### src/rtl/chain_toggle_sequencer_pkg.sv
// Shared types and default sizing for the chain toggle sequencer.
// Holds the FSM state encoding and the default counter width and wait limit.
package chain_toggle_sequencer_pkg;

    localparam int CTS_CNT_W_DEF    = 8;
    localparam int CTS_MAX_WAIT_DEF = 16;

    typedef enum logic [1:0] {
        ST_IDLE  = 2'd0,
        ST_DRIVE = 2'd1,
        ST_WAIT  = 2'd2,
        ST_DONE  = 2'd3
    } cts_state_e;

endpackage

### src/rtl/chain_toggle_sequencer_if.sv
// Control/status bundle of the chain toggle sequencer.
// The master side starts or aborts runs; the slave side reports progress and statistics.
interface chain_toggle_sequencer_if #(
    parameter int CNT_W = chain_toggle_sequencer_pkg::CTS_CNT_W_DEF
);
    logic             start;
    logic             abort;
    logic [7:0]       num_toggles;
    logic             busy;
    logic             done;
    logic             error_timeout;
    logic [CNT_W-1:0] last_latency;
    logic [CNT_W-1:0] max_latency;
    logic [7:0]       toggle_count;

    modport master (
        output start, abort, num_toggles,
        input  busy, done, error_timeout, last_latency, max_latency, toggle_count
    );

    modport slave (
        input  start, abort, num_toggles,
        output busy, done, error_timeout, last_latency, max_latency, toggle_count
    );
endinterface

### src/rtl/chain_toggle_sequencer_sync2.sv
// Two-flop synchronizer bringing the asynchronous chain output into the clk domain.
module sync2 (
    input  logic clk,
    input  logic reset,
    input  logic d,
    output logic q
);
    logic meta_q;
    logic sync_q;

    always_ff @(posedge clk or posedge reset) begin
        if (reset) begin
            meta_q <= 1'b0;
            sync_q <= 1'b0;
        end else begin
            meta_q <= d;
            sync_q <= meta_q;
        end
    end

    assign q = sync_q;
endmodule

### src/rtl/chain_toggle_sequencer.sv
// Toggles a delay chain input a programmed number of times, waiting for each
// toggle to propagate and recording per-toggle latency with a timeout guard.
module chain_toggle_sequencer
    import chain_toggle_sequencer_pkg::*;
#(
    parameter bit INVERT   = 1'b1,
    parameter int CNT_W    = CTS_CNT_W_DEF,
    parameter int MAX_WAIT = CTS_MAX_WAIT_DEF
) (
    input  logic                      clk,
    input  logic                      reset,
    input  logic                      chain_out,
    output logic                      chain_in,
    chain_toggle_sequencer_if.slave   ctl
);
    localparam logic [CNT_W-1:0] MAX_WAIT_C = CNT_W'(MAX_WAIT);
    localparam logic [CNT_W-1:0] ONE_C      = CNT_W'(1);

    cts_state_e       state_q, state_d;
    logic             chain_in_q, chain_in_d;
    logic [CNT_W-1:0] lat_cnt_q, lat_cnt_d;
    logic [7:0]       count_q, count_d;
    logic [7:0]       toggle_count_q, toggle_count_d;
    logic [CNT_W-1:0] last_lat_q, last_lat_d;
    logic [CNT_W-1:0] max_lat_q, max_lat_d;
    logic             err_q, err_d;
    logic             sout;
    logic             match;
    logic             abort_eff;
    logic             last_toggle;
    logic             busy;
    logic             done;

    sync2 u_sync (
        .clk   (clk),
        .reset (reset),
        .d     (chain_out),
        .q     (sout)
    );

    // chain_in_q already holds the post-toggle level while waiting
    assign match       = (sout == (chain_in_q ^ INVERT));
    assign abort_eff   = ctl.abort && (state_q != ST_IDLE);
    assign last_toggle = ((toggle_count_q + 8'd1) == count_q);

    always_ff @(posedge clk or posedge reset) begin
        if (reset) state_q <= ST_IDLE;
        else       state_q <= state_d;
    end

    always_comb begin
        state_d = state_q;
        case (state_q)
            ST_IDLE:  if (ctl.start) state_d = (ctl.num_toggles != 8'd0) ? ST_DRIVE : ST_DONE;
            ST_DRIVE: state_d = ST_WAIT;
            ST_WAIT: begin
                if (match)                        state_d = last_toggle ? ST_DONE : ST_DRIVE;
                else if (lat_cnt_q == MAX_WAIT_C) state_d = ST_DONE;
            end
            ST_DONE:  state_d = ST_IDLE;
            default:  state_d = ST_IDLE;
        endcase
        if (abort_eff) state_d = ST_IDLE;
    end

    always_comb begin
        busy = (state_q != ST_IDLE);
        done = (state_q == ST_DONE);
    end

    // An abort freezes every datapath register, including a same-cycle match
    always_comb begin
        chain_in_d     = chain_in_q;
        lat_cnt_d      = lat_cnt_q;
        count_d        = count_q;
        toggle_count_d = toggle_count_q;
        last_lat_d     = last_lat_q;
        max_lat_d      = max_lat_q;
        err_d          = err_q;
        if (!abort_eff) begin
            case (state_q)
                ST_IDLE: begin
                    if (ctl.start) begin
                        count_d        = ctl.num_toggles;
                        toggle_count_d = 8'd0;
                        max_lat_d      = '0;
                        err_d          = 1'b0;
                    end
                end
                ST_DRIVE: begin
                    chain_in_d = ~chain_in_q;
                    lat_cnt_d  = ONE_C;
                end
                ST_WAIT: begin
                    if (match) begin
                        last_lat_d     = lat_cnt_q;
                        toggle_count_d = toggle_count_q + 8'd1;
                        if (lat_cnt_q > max_lat_q) max_lat_d = lat_cnt_q;
                    end else if (lat_cnt_q == MAX_WAIT_C) begin
                        err_d = 1'b1;
                    end else begin
                        lat_cnt_d = lat_cnt_q + ONE_C;
                    end
                end
                default: ;
            endcase
        end
    end

    always_ff @(posedge clk or posedge reset) begin
        if (reset) begin
            chain_in_q     <= 1'b0;
            lat_cnt_q      <= '0;
            count_q        <= 8'd0;
            toggle_count_q <= 8'd0;
            last_lat_q     <= '0;
            max_lat_q      <= '0;
            err_q          <= 1'b0;
        end else begin
            chain_in_q     <= chain_in_d;
            lat_cnt_q      <= lat_cnt_d;
            count_q        <= count_d;
            toggle_count_q <= toggle_count_d;
            last_lat_q     <= last_lat_d;
            max_lat_q      <= max_lat_d;
            err_q          <= err_d;
        end
    end

    assign chain_in          = chain_in_q;
    assign ctl.busy          = busy;
    assign ctl.done          = done;
    assign ctl.error_timeout = err_q;
    assign ctl.last_latency  = last_lat_q;
    assign ctl.max_latency   = max_lat_q;
    assign ctl.toggle_count  = toggle_count_q;
endmodule
### src/flat_wrapper.sv
// flat-port wrapper written by rule: the top's interface ports become plain ports
module chain_toggle_sequencer_flat import chain_toggle_sequencer_pkg::*;
#(
    parameter bit INVERT   = 1'b1,
    parameter int CNT_W    = CTS_CNT_W_DEF,
    parameter int MAX_WAIT = CTS_MAX_WAIT_DEF
)
  (clk, reset, chain_out, chain_in, ctl_start, ctl_abort, ctl_num_toggles, ctl_busy, ctl_done, ctl_error_timeout, ctl_last_latency, ctl_max_latency, ctl_toggle_count);
  chain_toggle_sequencer_if #(.CNT_W(CNT_W)) ctl_i ();
  input  logic clk;
  input  logic reset;
  input  logic chain_out;
  output logic chain_in;
  input wire logic [$bits(ctl_i.start)-1:0] ctl_start;
  input wire logic [$bits(ctl_i.abort)-1:0] ctl_abort;
  input wire logic [$bits(ctl_i.num_toggles)-1:0] ctl_num_toggles;
  output wire logic [$bits(ctl_i.busy)-1:0] ctl_busy;
  output wire logic [$bits(ctl_i.done)-1:0] ctl_done;
  output wire logic [$bits(ctl_i.error_timeout)-1:0] ctl_error_timeout;
  output wire logic [$bits(ctl_i.last_latency)-1:0] ctl_last_latency;
  output wire logic [$bits(ctl_i.max_latency)-1:0] ctl_max_latency;
  output wire logic [$bits(ctl_i.toggle_count)-1:0] ctl_toggle_count;
  assign ctl_i.start = ctl_start;
  assign ctl_i.abort = ctl_abort;
  assign ctl_i.num_toggles = ctl_num_toggles;
  assign ctl_busy = ctl_i.busy;
  assign ctl_done = ctl_i.done;
  assign ctl_error_timeout = ctl_i.error_timeout;
  assign ctl_last_latency = ctl_i.last_latency;
  assign ctl_max_latency = ctl_i.max_latency;
  assign ctl_toggle_count = ctl_i.toggle_count;
  chain_toggle_sequencer #(.INVERT(INVERT), .CNT_W(CNT_W), .MAX_WAIT(MAX_WAIT)) u_core (.clk(clk), .reset(reset), .chain_out(chain_out), .chain_in(chain_in), .ctl(ctl_i));
endmodule
### config.mk
export PLATFORM = sky130hd
export DESIGN_NAME = chain_toggle_sequencer_flat
export DESIGN_NICKNAME = d
export VERILOG_FILES = /design/src/rtl/chain_toggle_sequencer_pkg.sv /design/src/rtl/chain_toggle_sequencer_if.sv /design/src/rtl/chain_toggle_sequencer_sync2.sv /design/src/rtl/chain_toggle_sequencer.sv /design/src/flat_wrapper.sv
export SDC_FILE = /design/constraint.sdc
export NUM_CORES = 1
export LEC_CHECK = 0
export CORE_MARGIN = 2
export CORE_UTILIZATION = 53
export CTS_BUF_LIST = sky130_fd_sc_hd__clkbuf_8 sky130_fd_sc_hd__clkbuf_16
export CTS_CLUSTER_DIAMETER = 80
export DETAILED_ROUTE_END_ITERATION = 7
export HOLD_SLACK_MARGIN = 0.02
export PLACE_DENSITY = 0.89
export SYNTH_ARGS = -nofsm -noshare
export SYNTH_HDL_FRONTEND = slang
export SYNTH_SLANG_ARGS = --single-unit
### constraint.sdc
create_clock -name clk -period 2.15 [get_ports clk]
set_input_delay 0.3225 -clock clk [delete_from_list [all_inputs] [get_ports clk]]
set_output_delay 0.3225 -clock clk [all_outputs]
set_load 0.02 [all_outputs]
== Word-level counts from Yosys, hierarchy flattened ==
Index checks and enable logic that the tools add are counted.

* Input port bits: 13
* Bits in writable memories: 0
* Output and inout bits: 28
* ROM bits: 0
* Bits in latches: 0
* Memories kept: 0
* Register bits: 46

* $lt $le $gt $ge: 1
* Eq/ne operators: 14
* Add/sub/neg operators: 2
* Divide/modulo/power cells: 0
* Bitwise operators: 2
* $mul: 0
* Mux-type cells: 20
* Reductions and logical operators: 14
* Shifts and indexed selects: 0

{| class="wikitable"
|+ Operators with widths
! operator !! number
|-
| 2-to-1 mux 8 bit || 6
|-
| case mux 8 bit (2 select lines) || 3
|-
| adder 8 x 1 -> 8 bit, second input constant || 2
|-
| 2-to-1 mux 2 bit || 6
|-
| AND reduction 5 bit || 2
|-
| == test 8 x 5 -> 1 bit, second input constant || 1
|-
| == test 8 bit || 1
|-
| > comparator 8 bit || 1
|-
| case mux 2 bit (4 select lines) || 1
|-
| AND reduction 4 bit || 2
|-
| nonzero test 8 bit || 1
|-
| inequality test 2 x 1 -> 1 bit, second input constant || 3
|-
| inequality test 2 bit, second input constant || 3
|-
| AND reduction 3 bit || 2
|-
| nonzero test 2 bit || 3
|-
| == test 2 bit, second input constant || 2
|-
| inequality test 4 x 1 -> 1 bit, second input constant || 1
|-
| AND reduction 2 bit || 2
|-
| 2-to-1 mux 1 bit || 3
|-
| inequality test 3 x 2 -> 1 bit, second input constant || 1
|-
| == test 2 x 1 -> 1 bit, second input constant || 1
|-
| zero test 2 bit || 1
|-
| inverter 1 bit || 2
|-
| case mux 1 bit (2 select lines) || 1
|-
| 2 further kinds || 2
|}

== Depth between registers and ports, before layout ==
Gate-level depths: netlist (run 1).

* Depth after elaboration: 6
* Gate-level depth with buffers: 8
* Depth with buffers taken out: 7

== Cells and area by module ==
Synthesis (run 1) repeated with hierarchy kept, for this count alone.

* Cells, all modules: 245
* Area, all modules: 2414.8 um^2

{| class="wikitable"
|+ Modules (own cells, without submodules)
! module !! times used !! cells an instance !! area an instance (um^2) !! sequential area each (um^2)
|-
| chain_toggle_sequencer || 1 || 242 || 2361.0 || 1101.1
|-
| sync2 || 1 || 3 || 53.8 || 50.0
|}

== Worst setup path after synthesis (run 1) ==
No wires, ideal clock.

* Kind: reg2reg
* Start: reg u_core.max_lat_q[1], in the netlist u_core.ctl.max_latency[1]
* End: reg u_core.max_lat_q[3], in the netlist u_core.ctl.max_latency[3]
* Stages on the path, launching flop included: 9
* Data arrival time: 1.831 ns
* Data required time: 2.034 ns
* Setup slack: 0.203 ns
* Library setup time: 0.116 ns
* Cells stage by stage: dfrtp_1 -> inv_1 -> ha_1 -> nor2b_1 -> o211ai_1 -> a21oi_1 -> or2_1 -> clkbuf_1 -> o311ai_0

* Cells in the longest elaborated chain, start to end: 3

{| class="wikitable"
|+ Ends and longest elaborated chain
! element !! line !! text
|-
| from (decl) || chain_toggle_sequencer.sv:25 || <nowiki>logic [CNT_W-1:0] max_lat_q, max_lat_d;</nowiki>
|-
| from (signal assigned) || chain_toggle_sequencer.sv:125 || <nowiki>max_lat_q <= max_lat_d;</nowiki>
|-
| > comparator 8 bit || chain_toggle_sequencer.sv:98 || <nowiki>if (lat_cnt_q > max_lat_q) max_lat_d = lat_cnt_q;</nowiki>
|-
| inequality test 2 x 1 -> 1 bit (no line) || -- ||
|-
| AND reduction 5 bit (no line) || -- ||
|}

No other way between the ends.
A chain may end at the register's enable or synchronous reset.

== Worst setup path after layout (run 1) ==
* Start: reg u_core.lat_cnt_q[1]
* End: reg u_core.lat_cnt_q[0]

* Cells in the longest elaborated chain, start to end: 3

{| class="wikitable"
|+ Ends and longest elaborated chain
! element !! line !! text
|-
| from (decl) || chain_toggle_sequencer.sv:21 || <nowiki>logic [CNT_W-1:0] lat_cnt_q, lat_cnt_d;</nowiki>
|-
| from (signal assigned) || chain_toggle_sequencer.sv:121 || <nowiki>lat_cnt_q <= lat_cnt_d;</nowiki>
|-
| == test 8 x 5 -> 1 bit || chain_toggle_sequencer.sv:99 || <nowiki>end else if (lat_cnt_q == MAX_WAIT_C) begin</nowiki>
|-
| inequality test 2 bit (no line) || -- ||
|-
| AND reduction 4 bit (no line) || -- ||
|}

No other way between the ends.

==> results_dict.tcl, run 1 <==
set metrics [dict create \
    timing.critical_path.arrival_ns 2.23 \
    drv_slew 0 \
    syn_area_mm2 0.00255 \
    setup_viol 0 \
    max_cap_violations 0 \
    largest_net_degree_at_the_start_of_global_routing 47 \
    ys_top_cells_by_count "46 x sky130_fd_sc_hd__dfrtp_1, 22 x sky130_fd_sc_hd__nor2_1, 14 x sky130_fd_sc_hd__o21ai_0" \
    initial_antenna_violation_count 0 \
    gpl_congestion 0.841 \
    cts_htree_levels 2 \
    worstPathRequired_ns 2.34 \
    number_of_buffers_added_by_the_clock_tree_synthesis_step 5 \
    tns_ns 0 \
    achievable-frequency_ghz 0.491 \
    run_status "complete, no violations" \
    vdd_drop_max_mv 0.586 \
    chipHeight_um 73.3 \
    filler_cell_count 348 \
    timing.final.crit_period_ns 2.03 \
    wl_um 5830 \
    final-seq-area_mm2 0.00115 \
    synth_top_family_by_area "simple AND/OR/NAND/NOR gates" \
    dr_vias 2038 \
    synth.top_cell.area_share 0.452 \
    core_area_mm2 0.00469 \
    power.leakage_nw 1.34 \
    post_layout_nonfiller_instances 341 \
    synth_sequential_area_ratio 0.452 \
    multiInputGateArea_mm2 0.00131 \
    worst_clock_skew_ns 0.00882 \
    cp-end-kind "flip-flop" \
    crit_path_start_kind "flip-flop" \
    drive_above_1_share 0.174 \
    number_of_global_route_vias_before_repair 1985 \
    postSynthCellCount 236 \
    synth-async-reset-ratio 1.00 \
    initial_utilization 0.543 \
    drt_first_iter_violations 117 \
    grt_setup_unrepaired "no" \
    detailedPlacementHpwl_um 4190 \
    die_x_um 73.3 \
    synth_edf_count 0 \
    power_per_cell_area_mw_per_mm2 1050 \
    post_drt_via_cell_ratio 5.98 \
    relSlewSlack 0.670 \
    final_net_count 311 \
    min_period_over_period 0.946 \
    antennaDiodeCount 0 \
    worstSkewPairLatency_ns 0.30 \
    synth_top_cell_by_area "sky130_fd_sc_hd__dfrtp_1" \
    grt_first_pass_wirelength_um 9690 \
    die-area_mm2 0.00538 \
    total_i_o_pin_count 41 \
    worst_min_path_class "reg -> reg" \
    path_class "reg -> reg" \
    cp_max_fo 7 \
    yosys_most_used_dff "sky130_fd_sc_hd__dfrtp_1" \
    synth.mux.area_fraction 0.0574 \
    cts.repair_timing.setup_buffer_count 0 \
    clk_transition_reported_paths_ns 0.09 \
    ys_warn_count 0 \
    synth_compound_area_frac 0.162 \
    synthXorXnorAreaFrac 0.0677 \
    synthAdderAreaFrac 0.0540 \
    routed_wire_length_per_instance_um 17.1 \
    fp-row-count 25 \
    flop_and_latch_count_out_of_synthesis 46 \
    post-synth-top-count-cell "sky130_fd_sc_hd__dfrtp_1" \
    synth_fp_nets 260 \
    drt_pre_antenna_iters 4 \
    clock-sinks 46 \
    netlist_top_cells_area "sky130_fd_sc_hd__dfrtp_1 45%, sky130_fd_sc_hd__mux2_2 5.7%, sky130_fd_sc_hd__ha_1 5.4%" \
    ant_nets 0 \
    cts-root-to-sink-buffers 2 \
    port_buffers 40 \
    cts_tree "built" \
    total_count_of_hold_check_failures_in_the_final_report 0 \
    yosys.cell_types.count 52 \
    flow.area_growth_from_synthesis_pct 25.3 \
    synthSimpleGateAreaFrac 0.172 \
    route.detailed.drc 0 \
    grt_overall_usage 0.235 \
    place_inst 334 \
    globalRouteOverflowTotal 0 \
    worst_pin_slew_ns 0.490 \
    syn-mean-instance-area_um2 10.8 \
    clock_tree.root_cell "sky130_fd_sc_hd__clkbuf_8" \
]
## worst paths after layout
kind	startpoint	end	slack (ns)	cells past startpoint
setup reg to reg	u_core.lat_cnt_q[1]	u_core.lat_cnt_q[0]	0.12	7
hold reg to reg	u_core.u_sync.meta_q	u_core.u_sync.q	0.36	0
max in group asynchronous	reset	u_core.count_q[2]	1.56	3
min in group asynchronous	reset	u_core.ctl.max_latency[7]	0.38	3
setup / recovery	u_core.lat_cnt_q[1]	u_core.lat_cnt_q[0]	0.12	7
hold / removal	u_core.u_sync.meta_q	u_core.u_sync.q	0.36	0
## stage by stage
step	setup WS, ns	area [um^2]	hold WS, ns	total power, W	utilization
6_report	0.115	3190	0.363	0.00337	0.681
5_1_grt	0.0309	3190	0.371	0.00358	0.681
4_1_cts	0.0735	3190	0.367	0.00337	0.681
3_5_place_dp	0.0871	3080	0.347	0.00270	0.657
3_3_place_gp	0.217	3080	0.340	0.00264	0.657
2_1_floorplan	0.203	2550	0.331	0.00224	-
## cell type report
class | instances | area share
clock inverters | 1 | 0.00940
multi-input cells | 169 | 0.409
well taps | 54 | 0.0212
inverters | 12 | 0.0141
flip-flops and latches | 46 | 0.360
clock buffers | 6 | 0.0259
repair buffers | 53 | 0.160
## power breakdown
group          switching, W  internal (W)
registers          0.000227       0.00105
logic              0.000772      0.000669
clock network      0.000280      0.000372
## placed cells by master (no fill, tap or decap), types with 2 or more instances in the layout
cell / n
sky130_fd_sc_hd__clkbuf_8: 6
sky130_fd_sc_hd__a32o_1: 6
sky130_fd_sc_hd__xor2_1: 4
sky130_fd_sc_hd__xnor2_1: 12
sky130_fd_sc_hd__nor2_1: 22
sky130_fd_sc_hd__inv_1: 11
sky130_fd_sc_hd__nor4b_2: 3
sky130_fd_sc_hd__nor2b_1: 2
sky130_fd_sc_hd__dfrtp_1: 46
sky130_fd_sc_hd__or2_2: 2
sky130_fd_sc_hd__a31oi_1: 2
sky130_fd_sc_hd__a21oi_1: 8
sky130_fd_sc_hd__buf_4: 12
sky130_fd_sc_hd__ha_1: 11
sky130_fd_sc_hd__o2111ai_1: 2
sky130_fd_sc_hd__and3_1: 6
sky130_fd_sc_hd__nand4_1: 5
sky130_fd_sc_hd__o31ai_1: 2
sky130_fd_sc_hd__nand3_1: 7
sky130_fd_sc_hd__mux2_2: 13
sky130_fd_sc_hd__clkdlybuf4s50_1: 40
sky130_fd_sc_hd__nor4_1: 2
sky130_fd_sc_hd__o41ai_1: 2
sky130_fd_sc_hd__o311ai_1: 2
sky130_fd_sc_hd__o211ai_1: 2
sky130_fd_sc_hd__o21ai_0: 14
sky130_fd_sc_hd__nand2b_1: 7
sky130_fd_sc_hd__nand2_1: 10
## cell families (layout without fill, tap and decap cells)
logic type / after synthesis / after routing
AOI/OAI and AO/OA: 51 / 51
xor gates and xnor gates: 18 / 18
adders and majority gates: 11 / 11
buffers and inverters: 21 / 72
DFF: 46 / 46
muxes: 13 / 13
and+or+nand+nor: 76 / 76
## metal layers
layer | vias to the layer above | GRT usage | part of all wire
li1 | 956 | - | -
met3 | 11 | 0.0453 | 0.050
met4 | 0 | 0.0707 | 0.021
met2 | 71 | 0.361 | 0.49
met5 | - | 0 | 0
met1 | 1000 | 0.339 | 0.44
## critical path: stages, from the launching register on
cell	delay, ns
sky130_fd_sc_hd__dfrtp_1	0.48
sky130_fd_sc_hd__inv_1	0.12
sky130_fd_sc_hd__ha_1	0.19
sky130_fd_sc_hd__nor4b_1	0.15
sky130_fd_sc_hd__and3_1	0.26
sky130_fd_sc_hd__a211oi_4	0.41
sky130_fd_sc_hd__and3_1	0.25
sky130_fd_sc_hd__nor2_1	0.06
## registers in the layout, summed over array words and instances, names as in the netlist, 2 cells and up
name and count:
u_core.ctl.toggle_count 8, u_core.ctl.last_latency 8, u_core.state_q 2, u_core.count_q 8, u_core.lat_cnt_q 8, u_core.ctl.max_latency 8
## timing repair
item	CTS	global route
hold buffers	0	0
resized for setup	0	2
endpoints found under the setup margin	0	2
No activity file was read; power rests on OpenSTA's default activity.
==> run 2: changes to the inputs <==
CORE_UTILIZATION = 40   (was 53)
PLACE_DENSITY = 0.73   (was 0.89)
==> results_dict.tcl, run 2 (synthesized netlist as in run 1, its figures left out) <==
set metrics [dict create \
    run_status "complete, no violations" \
    tns_ns 0 \
    startpoint "u_core.state_q[1]" \
    worstPathRequired_ns 1.83 \
    max_cap_violations 0 \
    achievable-frequency_ghz 0.498 \
    cp_max_fo 11 \
    clk_transition_reported_paths_ns 0.08 \
    min_delay_path_depth 0 \
    worst_min_path_class "reg -> reg" \
    vdd_drop_max_mv 0.638 \
    number_of_buffers_added_by_the_clock_tree_synthesis_step 5 \
    cts_htree_levels 2 \
    timing.critical_path.arrival_ns 1.69 \
    fp-row-count 29 \
    timing.final.crit_period_ns 2.01 \
    routed_wire_length_per_instance_um 15.5 \
    clock_tree.root_cell "sky130_fd_sc_hd__clkbuf_8" \
    power_per_cell_area_mw_per_mm2 1020 \
    wl_um 5660 \
    total_count_of_hold_check_failures_in_the_final_report 0 \
    final-seq-area_mm2 0.00115 \
    crit_path_start_kind "flip-flop" \
    power.leakage_nw 1.33 \
    initial_antenna_violation_count 0 \
    antennaDiodeCount 0 \
    internal_reg_to_reg_setup_slack_ns 0.18 \
    core_area_mm2 0.00624 \
    crit_path_cell_trace "or2_2 -> clkdlybuf4s50_1" \
    flow.area_growth_from_synthesis_pct 25.3 \
    ant_nets 0 \
    route.detailed.drc 0 \
    drt_pre_antenna_iters 4 \
    die_x_um 83.8 \
    timing.reg2reg.worst_path_depth 6 \
    crit_path_leading_delay_family "buffers and inverters" \
    cts_tree "built" \
    filler_cell_count 578 \
    multiInputGateArea_mm2 0.00131 \
    relSlewSlack 0.670 \
    most_frequent_cells_in_the_layout "46 x sky130_fd_sc_hd__dfrtp_1, 40 x sky130_fd_sc_hd__clkdlybuf4s50_1, 22 x sky130_fd_sc_hd__nor2_1" \
    total_i_o_pin_count 41 \
    dr_vias 2036 \
    final_net_count 310 \
    die-area_mm2 0.00703 \
    path_class "reg -> out" \
    postLayoutCoreUtil 0.512 \
    post_drt_via_cell_ratio 5.59 \
    drv_slew 0 \
    worst_pin_slew_ns 0.491 \
    setup_viol 0 \
    layout.cells.most_common "sky130_fd_sc_hd__dfrtp_1" \
    grt_first_pass_wirelength_um 9780 \
    timing.critical_path.slowest_stage_cell "sky130_fd_sc_hd__clkdlybuf4s50_1" \
    cts.repair_timing.setup_buffer_count 0 \
    grt_overall_usage 0.174 \
    cp-end-kind "output pin" \
    worst_hold_path.endpoint "u_core.u_sync.q" \
    holdWs_ns 0.359 \
    worstSkewPairLatency_ns 0.29 \
    port_buffers 40 \
    number_of_global_route_vias_before_repair 2009 \
    detailedPlacementHpwl_um 4270 \
    crit-reg2reg-launch "u_core.lat_cnt_q[1]" \
    crit_path_max_incr_delay_ns 0.54 \
    gpl_congestion 0.853 \
    post_cts_resize_count 0 \
    grt_setup_unrepaired "no" \
    largest_net_degree_at_the_start_of_global_routing 47 \
    number_of_hold_buffers_added_after_cts 0 \
    timing.hold.worst.start "u_core.u_sync.meta_q" \
    drive_above_1_share 0.174 \
    r2r-end "u_core.ctl.max_latency[4]" \
    drt_first_iter_violations 108 \
    initial_utilization 0.408 \
    timing.critical_path.buf_inv 1 \
    globalRouteOverflowTotal 0 \
    clock-sinks 46 \
    min_period_over_period 0.935 \
    worst_clock_skew_ns 0.00359 \
    cts-root-to-sink-buffers 2 \
    chipHeight_um 83.8 \
]
run 2: cell count changes in the layout (fill, tap and decap cells not counted), sizes merged:
cell,before,now
bufinv,1,0
buf,13,12
inv,11,13
run 2: area by class of cell:
type,instances,share of cell area
multi-input combinational,169,0.409
clock buffer,6,0.0259
sequential,46,0.360
timing repair buffer,52,0.157
tap,77,0.0302
inverter,12,0.0141
clock inverter,2,0.00274
run 2: how the worst max path moves through the flow:
stage | endpoint | slack [ns] | cells past startpoint
finish | ctl_busy | 0.14 | 2
global route | u_core.ctl.max_latency[3] | 0.05 | 7
CTS | ctl_busy | 0.13 | 2
detailed placement | u_core.ctl.max_latency[2] | 0.17 | 5
global placement | u_core.ctl.max_latency[7] | 0.19 | 6
floorplan | u_core.ctl.max_latency[3] | 0.20 | 8
run 2: worst reg2reg max path, cell delays in order, from the launching register on:
cell                       delay, ns
sky130_fd_sc_hd__dfrtp_1        0.45
sky130_fd_sc_hd__ha_1           0.31
sky130_fd_sc_hd__nor2b_1        0.13
sky130_fd_sc_hd__o211ai_1       0.15
sky130_fd_sc_hd__a21oi_1        0.15
sky130_fd_sc_hd__or2_1          0.36
sky130_fd_sc_hd__o311ai_0       0.31
run 2: routing by layer:
layer / global-route usage / part of all wire / vias to the layer above
li1: - / - / 960
met1: 0.240 / 0.48 / 1021
met2: 0.271 / 0.47 / 51
met3: 0.0356 / 0.044 / 4
met4: 0.0630 / 0.015 / 0
met5: 0 / 0 / -
run 2: stage by stage:
step / area, um^2 / cells / setup WS, ns / total power, W
floorplan: 2550 / 236 / 0.203 / 0.00224
detailed placement: 3100 / 356 / 0.169 / 0.00272
global placement: 3100 / 356 / 0.194 / 0.00267
CTS: 3190 / 364 / 0.128 / 0.00326
finish: 3190 / 364 / 0.141 / 0.00324
global route: 3190 / 364 / 0.0480 / 0.00346
run 2: report_power, final:
group          leakage [nW]  internal (W)  switching [W]
registers             0.607       0.00105       0.000212
logic                 0.667      0.000673       0.000771
clock network        0.0524      0.000255       0.000284
total                  1.33       0.00198        0.00127
